## config.mk

```make
export PLATFORM = sky130hd
export DESIGN_NAME = router_input_fifo
export DESIGN_NICKNAME = d
export VERILOG_FILES = /design/src/rtl/router_input_fifo.sv
export SDC_FILE = /design/constraint.sdc
export NUM_CORES = 1
export LEC_CHECK = 0
export CAP_MARGIN = 20
export CORE_MARGIN = 2
export CORE_UTILIZATION = 46
export DETAILED_ROUTE_END_ITERATION = 6
export PLACE_DENSITY = 0.78
export SYNTH_ARGS = -nofsm -noshare
export SYNTH_HDL_FRONTEND = slang
export SYNTH_SLANG_ARGS = --single-unit
```

## constraint.sdc

```tcl
create_clock -name clk -period 5.7 [get_ports clk]
set_clock_uncertainty 0.1 [all_clocks]
set_input_delay 1.14 -clock clk [delete_from_list [all_inputs] [get_ports clk]]
set_output_delay 1.14 -clock clk [all_outputs]
set_load 0.01 [all_outputs]
```

## src/rtl/router_input_fifo.sv

```systemverilog
// Per-port router input buffer: first-word-fall-through flit FIFO with
// full/almost-full back-pressure, occupancy count and a sticky drop flag.
module router_input_fifo #(
    parameter int DATA_WIDTH   = 32,
    parameter int DEPTH        = 4,
    parameter int AFULL_MARGIN = 1
) (
    input  logic                       clk,
    input  logic                       rst,
    input  logic [DATA_WIDTH-1:0]      in_data,
    input  logic                       in_valid,
    output logic                       full,
    output logic                       almost_full,
    output logic [DATA_WIDTH-1:0]      out_data,
    output logic                       valid,
    output logic                       empty,
    input  logic                       en,
    output logic [$clog2(DEPTH):0]     count,
    output logic                       drop_err
);

    localparam int PTR_W = $clog2(DEPTH);
    localparam int CNT_W = PTR_W + 1;
    localparam logic [CNT_W-1:0] DEPTH_C = CNT_W'(DEPTH);
    localparam logic [CNT_W-1:0] AFULL_C = CNT_W'(DEPTH - AFULL_MARGIN);

    logic [DATA_WIDTH-1:0] r_mem [DEPTH];
    logic [PTR_W-1:0]      r_wr_ptr;
    logic [PTR_W-1:0]      r_rd_ptr;
    logic [CNT_W-1:0]      r_count;
    logic                  r_drop_err;

    logic                  w_full;
    logic                  w_empty;
    logic                  w_push;
    logic                  w_pop;
    logic [CNT_W-1:0]      w_count_nxt;

    // Flags decode the registered count only, so no input reaches them combinationally.
    assign w_full  = (r_count == DEPTH_C);
    assign w_empty = (r_count == {CNT_W{1'b0}});
    assign w_push  = in_valid & ~w_full;
    assign w_pop   = en & ~w_empty;

    // Occupancy next-state: simultaneous push and pop cancel out.
    always_comb begin
        w_count_nxt = r_count;
        case ({w_push, w_pop})
            2'b10:   w_count_nxt = r_count + CNT_W'(1);
            2'b01:   w_count_nxt = r_count - CNT_W'(1);
            default: w_count_nxt = r_count;
        endcase
    end

    // Storage array; cleared on reset so the head reads zero afterwards.
    always_ff @(posedge clk or posedge rst) begin
        if (rst) begin
            for (int i = 0; i < DEPTH; i++) begin
                r_mem[i] <= {DATA_WIDTH{1'b0}};
            end
        end else if (w_push) begin
            r_mem[r_wr_ptr] <= in_data;
        end
    end

    // Pointers wrap naturally because DEPTH is a power of two.
    always_ff @(posedge clk or posedge rst) begin
        if (rst) begin
            r_wr_ptr <= {PTR_W{1'b0}};
            r_rd_ptr <= {PTR_W{1'b0}};
        end else begin
            if (w_push) begin
                r_wr_ptr <= r_wr_ptr + PTR_W'(1);
            end
            if (w_pop) begin
                r_rd_ptr <= r_rd_ptr + PTR_W'(1);
            end
        end
    end

    // Occupancy counter and sticky overflow indication.
    always_ff @(posedge clk or posedge rst) begin
        if (rst) begin
            r_count    <= {CNT_W{1'b0}};
            r_drop_err <= 1'b0;
        end else begin
            r_count <= w_count_nxt;
            if (in_valid && w_full) begin
                r_drop_err <= 1'b1;
            end
        end
    end

    assign full        = w_full;
    assign empty       = w_empty;
    assign valid       = ~w_empty;
    assign almost_full = (r_count >= AFULL_C);
    assign out_data    = r_mem[r_rd_ptr];
    assign count       = r_count;
    assign drop_err    = r_drop_err;

endmodule

```

==> implementation parameters <==
Parameter                              Value

Timing
  Fin. max-slew vios ... 0
  Setup TNS after final layout ... 0 ns
  Number of hold violations in the final report ... 0
  RSZ-0062 raised after global routing ... no
  Actual transition at the worst max-transition pin ... approximately 1.1 ns
  Fin crit period ... a little under 4 ns
  Max_slew headroom ... around 27%
  Share of the cycle needed by the critical path after routing ... 68.6%
  Final setup fails ... 0
  Fmax ... 256 MHz

Final layout
  Final layout net count ... around 470
  Top library cells by usage in the layout, fill and taps aside ... sky130_fd_sc_hd__dfrtp_1 (134), sky130_fd_sc_hd__mux2_2 (129), sky130_fd_sc_hd__clkdlybuf4s50_1 (75)
  Count of fill cells added during filler insertion ... between 900 and 1k
  Fraction of final layout cells sized beyond drive strength 1 ... approximately 46%
  Number of antenna repair diodes ... 0
  Commonest non-fill, non-tap cell in the layout ... sky130_fd_sc_hd__dfrtp_1
  Final cell count without fillers ... slightly above 600
  Area of all sequential standard cells ... 3410 um^2
  Area used by multi-input combinational logic ... about 2400 um^2
  Area growth, synth to finish ... 25.8%

CTS
  Deepest clock path buffer count ... 2
  Worst-path clk slew ... ~0.06 ns
  Number of H-tree levels ... 4
  Total clock buffers created by CTS ... 17
  Clock network latency to the later pin of the worst-skew pair ... roughly 0.4 ns
  Clock tree from TritonCTS ... built
  Hold-fix buffers at CTS ... 0
  Quantity of gates resized following cts ... 0
  Clock sinks ... approximately 140
  Root buffer cell ... sky130_fd_sc_hd__clkbuf_16
  Post-CTS setup buffer count ... 0

Detailed routing
  Number of nets with antenna violations after routing ... 0
  WL final ... 11.3 mm
  Final routed DRC violation total ... 0
  Average detailed-routed wire length per instance ... between 15 and 20 um
  Vias per Instance ... ~5.3
  Iteration-0 DRC count of the detailed router ... roughly 170
  First-pass DRT Iterations ... 4
  Vias after detailed routing ... around 3.3k

Power
  P per Cell Area ... between 600 and 700 nW/um^2
  IR Drop Worst-Case VDD ... around 0.00027 V
  Pleak ... 3.06 nW
  Total power consumption of the routed design ... 4.92 mW

Critical path
  Kind of critical path ... reg2out
  Data arrival time of the critical path ... around 2.7 ns
  Startpoint kind of the worst setup timing path ... register
  Max FO, Critical Path ... 18
  Endpoint type of the worst setup path ... primary output
  WP data required ... roughly 4.5 ns

Placement
  Port-buffer cells ... 75
  Cell Count Post-Placement ... a little under 600
  Post-DP HPWL ... 7.05 mm
  Last weighted congestion value of the routability-driven placer ... between 0.7 and 0.8

Floorplanning
  Floorplan die height ... between 100 and 150 um
  Die W ... approximately 120 um
  Starting density of the core ... around 47%
  Total Die Area ... between 10,000 and 15,000 um^2
  Placeable core area ... 12,600 um^2
  IO Pins ... between 70 and 80
  Row count ... a little over 40

GRT
  Initial antenna violation count ... 0
  Pin count of the biggest net entering global routing ... 62
  First-pass GRT wire length ... 19.0 mm
  Number of global-route vias before repair ... approximately 3.7k
  Overall Global Routing Usage ... 17.7%
  Congestion Overflow GR ... 0

Synthesis
  Combinational family with the most area after synthesis ... multiplexers
  Simple-Gate Fraction of Synth Area ... approximately 1.0%
  Xor and xnor fraction of the mapped netlist area ... 0.882%
  Count of state elements after synthesis ... about 140
  Number of synthesis warnings ... 0
  Most used flip-flop cell after synthesis ... sky130_fd_sc_hd__dfrtp_1
  Mean instance size in the synthesized netlist ... 16.9 um^2
  Sequential area share after synthesis ... 57.1%
  Share of synthesized flip-flops with an asynchronous set or reset ... 100%
  Post-Synthesis Cells ... 353
  Adder-cell area share of the yosys netlist ... between 1 and 1.5%
  Post-synth EDFFs ... 0
  Combined area of all synthesized cells ... between 5000 and 6000 um^2
  Count of cell types in the netlist ... 19
  Number of nets produced by synthesis ... about 400
  Area fraction in compound gates after synthesis ... 0.399%
  Mux contribution to synthesized area ... roughly 37%

Job
  Max-cap viol count ... 0

Status
  Run status ... finished clean

Hold path
  Type of the worst min-delay path ... reg2reg
-- state kept, by name (all words and copies together) (netlist names) --
register  cells
r_wr_ptr      2
count         3
r_rd_ptr      2
r_mem       128
drop_err      1
-- logic make-up (layout without fill, tap and decap cells) --
family	after synthesis	after routing
fa+ha+maj	6	6
buf+inv	27	118
compound gates	3	3
mux	162	162
flops	136	136
xor+xnor	6	6
simple gates	13	13
-- worst paths after layout --
check | startpoint | endpoint | slack, ns | depth (start not counted)
worst max register to register | count[0] | count[2] | 3.03 | 8
worst min register to register | drop_err | drop_err | 0.36 | 1
worst max-delay path | r_rd_ptr[0] | out_data[31] | 1.79 | 3
max in group asynchronous | rst | r_mem[116] | 3.38 | 3
worst min-delay path | drop_err | drop_err | 0.36 | 1
min in group asynchronous | rst | r_mem[105] | 1.12 | 2
-- per-layer routing --
layer	track usage, %	vias to the layer above	wire length (um)	share of wire, %
li1	-	1454	-	-
met1	23.7	1728	5150	46
met2	27.4	74	5480	49
met3	5.57	19	466	4.1
met4	6.25	0	154	1.4
met5	0	-	0	0
-- layout make-up --
| cell class | count | area share (%) |
|---|---|---|
| Clock buffer | 23 | 6.51 |
| Clock inverter | 8 | 1.27 |
| Inverter | 7 | 0.384 |
| Multi-Input combinational cell | 190 | 32.5 |
| Sequential cell | 136 | 45.4 |
| Tap cell | 172 | 2.87 |
| Timing Repair Buffer | 80 | 11.0 |
-- stage by stage --
step / hold slack (ns) / setup WS (ns) / utilization (%) / cell area, um^2
CTS: 0.361 / 1.69 / 59.0 / 7440
global placement: 0.347 / 2.16 / 54.3 / 6860
floorplan: 0.375 / 0.821 / - / 5960
global route: 0.389 / 1.58 / 59.4 / 7500
detailed placement: 0.348 / 2.14 / 54.3 / 6860
finish: 0.358 / 1.79 / 59.4 / 7500
-- critical path: stages, from the launching register on --
cell and delay, ns:
sky130_fd_sc_hd__dfrtp_2 0.72, sky130_fd_sc_hd__buf_4 0.44, sky130_fd_sc_hd__mux4_2 0.56, sky130_fd_sc_hd__clkdlybuf4s50_1 0.51
-- cells in the mapped netlist, types with 2 or more instances --
master | instances | area, um^2
sky130_fd_sc_hd__buf_4 | 12 | 90.1
sky130_fd_sc_hd__ha_1 | 5 | 62.6
sky130_fd_sc_hd__inv_1 | 7 | 26.3
sky130_fd_sc_hd__xor2_1 | 3 | 26.3
sky130_fd_sc_hd__clkbuf_1 | 4 | 15.0
sky130_fd_sc_hd__xnor2_1 | 3 | 26.3
sky130_fd_sc_hd__buf_2 | 4 | 20.0
sky130_fd_sc_hd__nand2_1 | 5 | 18.8
sky130_fd_sc_hd__a21o_1 | 2 | 15.0
sky130_fd_sc_hd__mux4_2 | 32 | 721
sky130_fd_sc_hd__mux2_2 | 129 | 1450
sky130_fd_sc_hd__dfrtp_1 | 136 | 3400
sky130_fd_sc_hd__nor2_1 | 5 | 18.8
-- power by group --
| group | switching (mW) | internal, mW |
|---|---|---|
| Combinational | 0.695 | 1.35 |
| Sequential | 0.342 | 1.47 |
| Clock | 0.386 | 0.684 |
| Total | 1.42 | 3.50 |
Note: power is estimated with default switching activity, not from simulation.
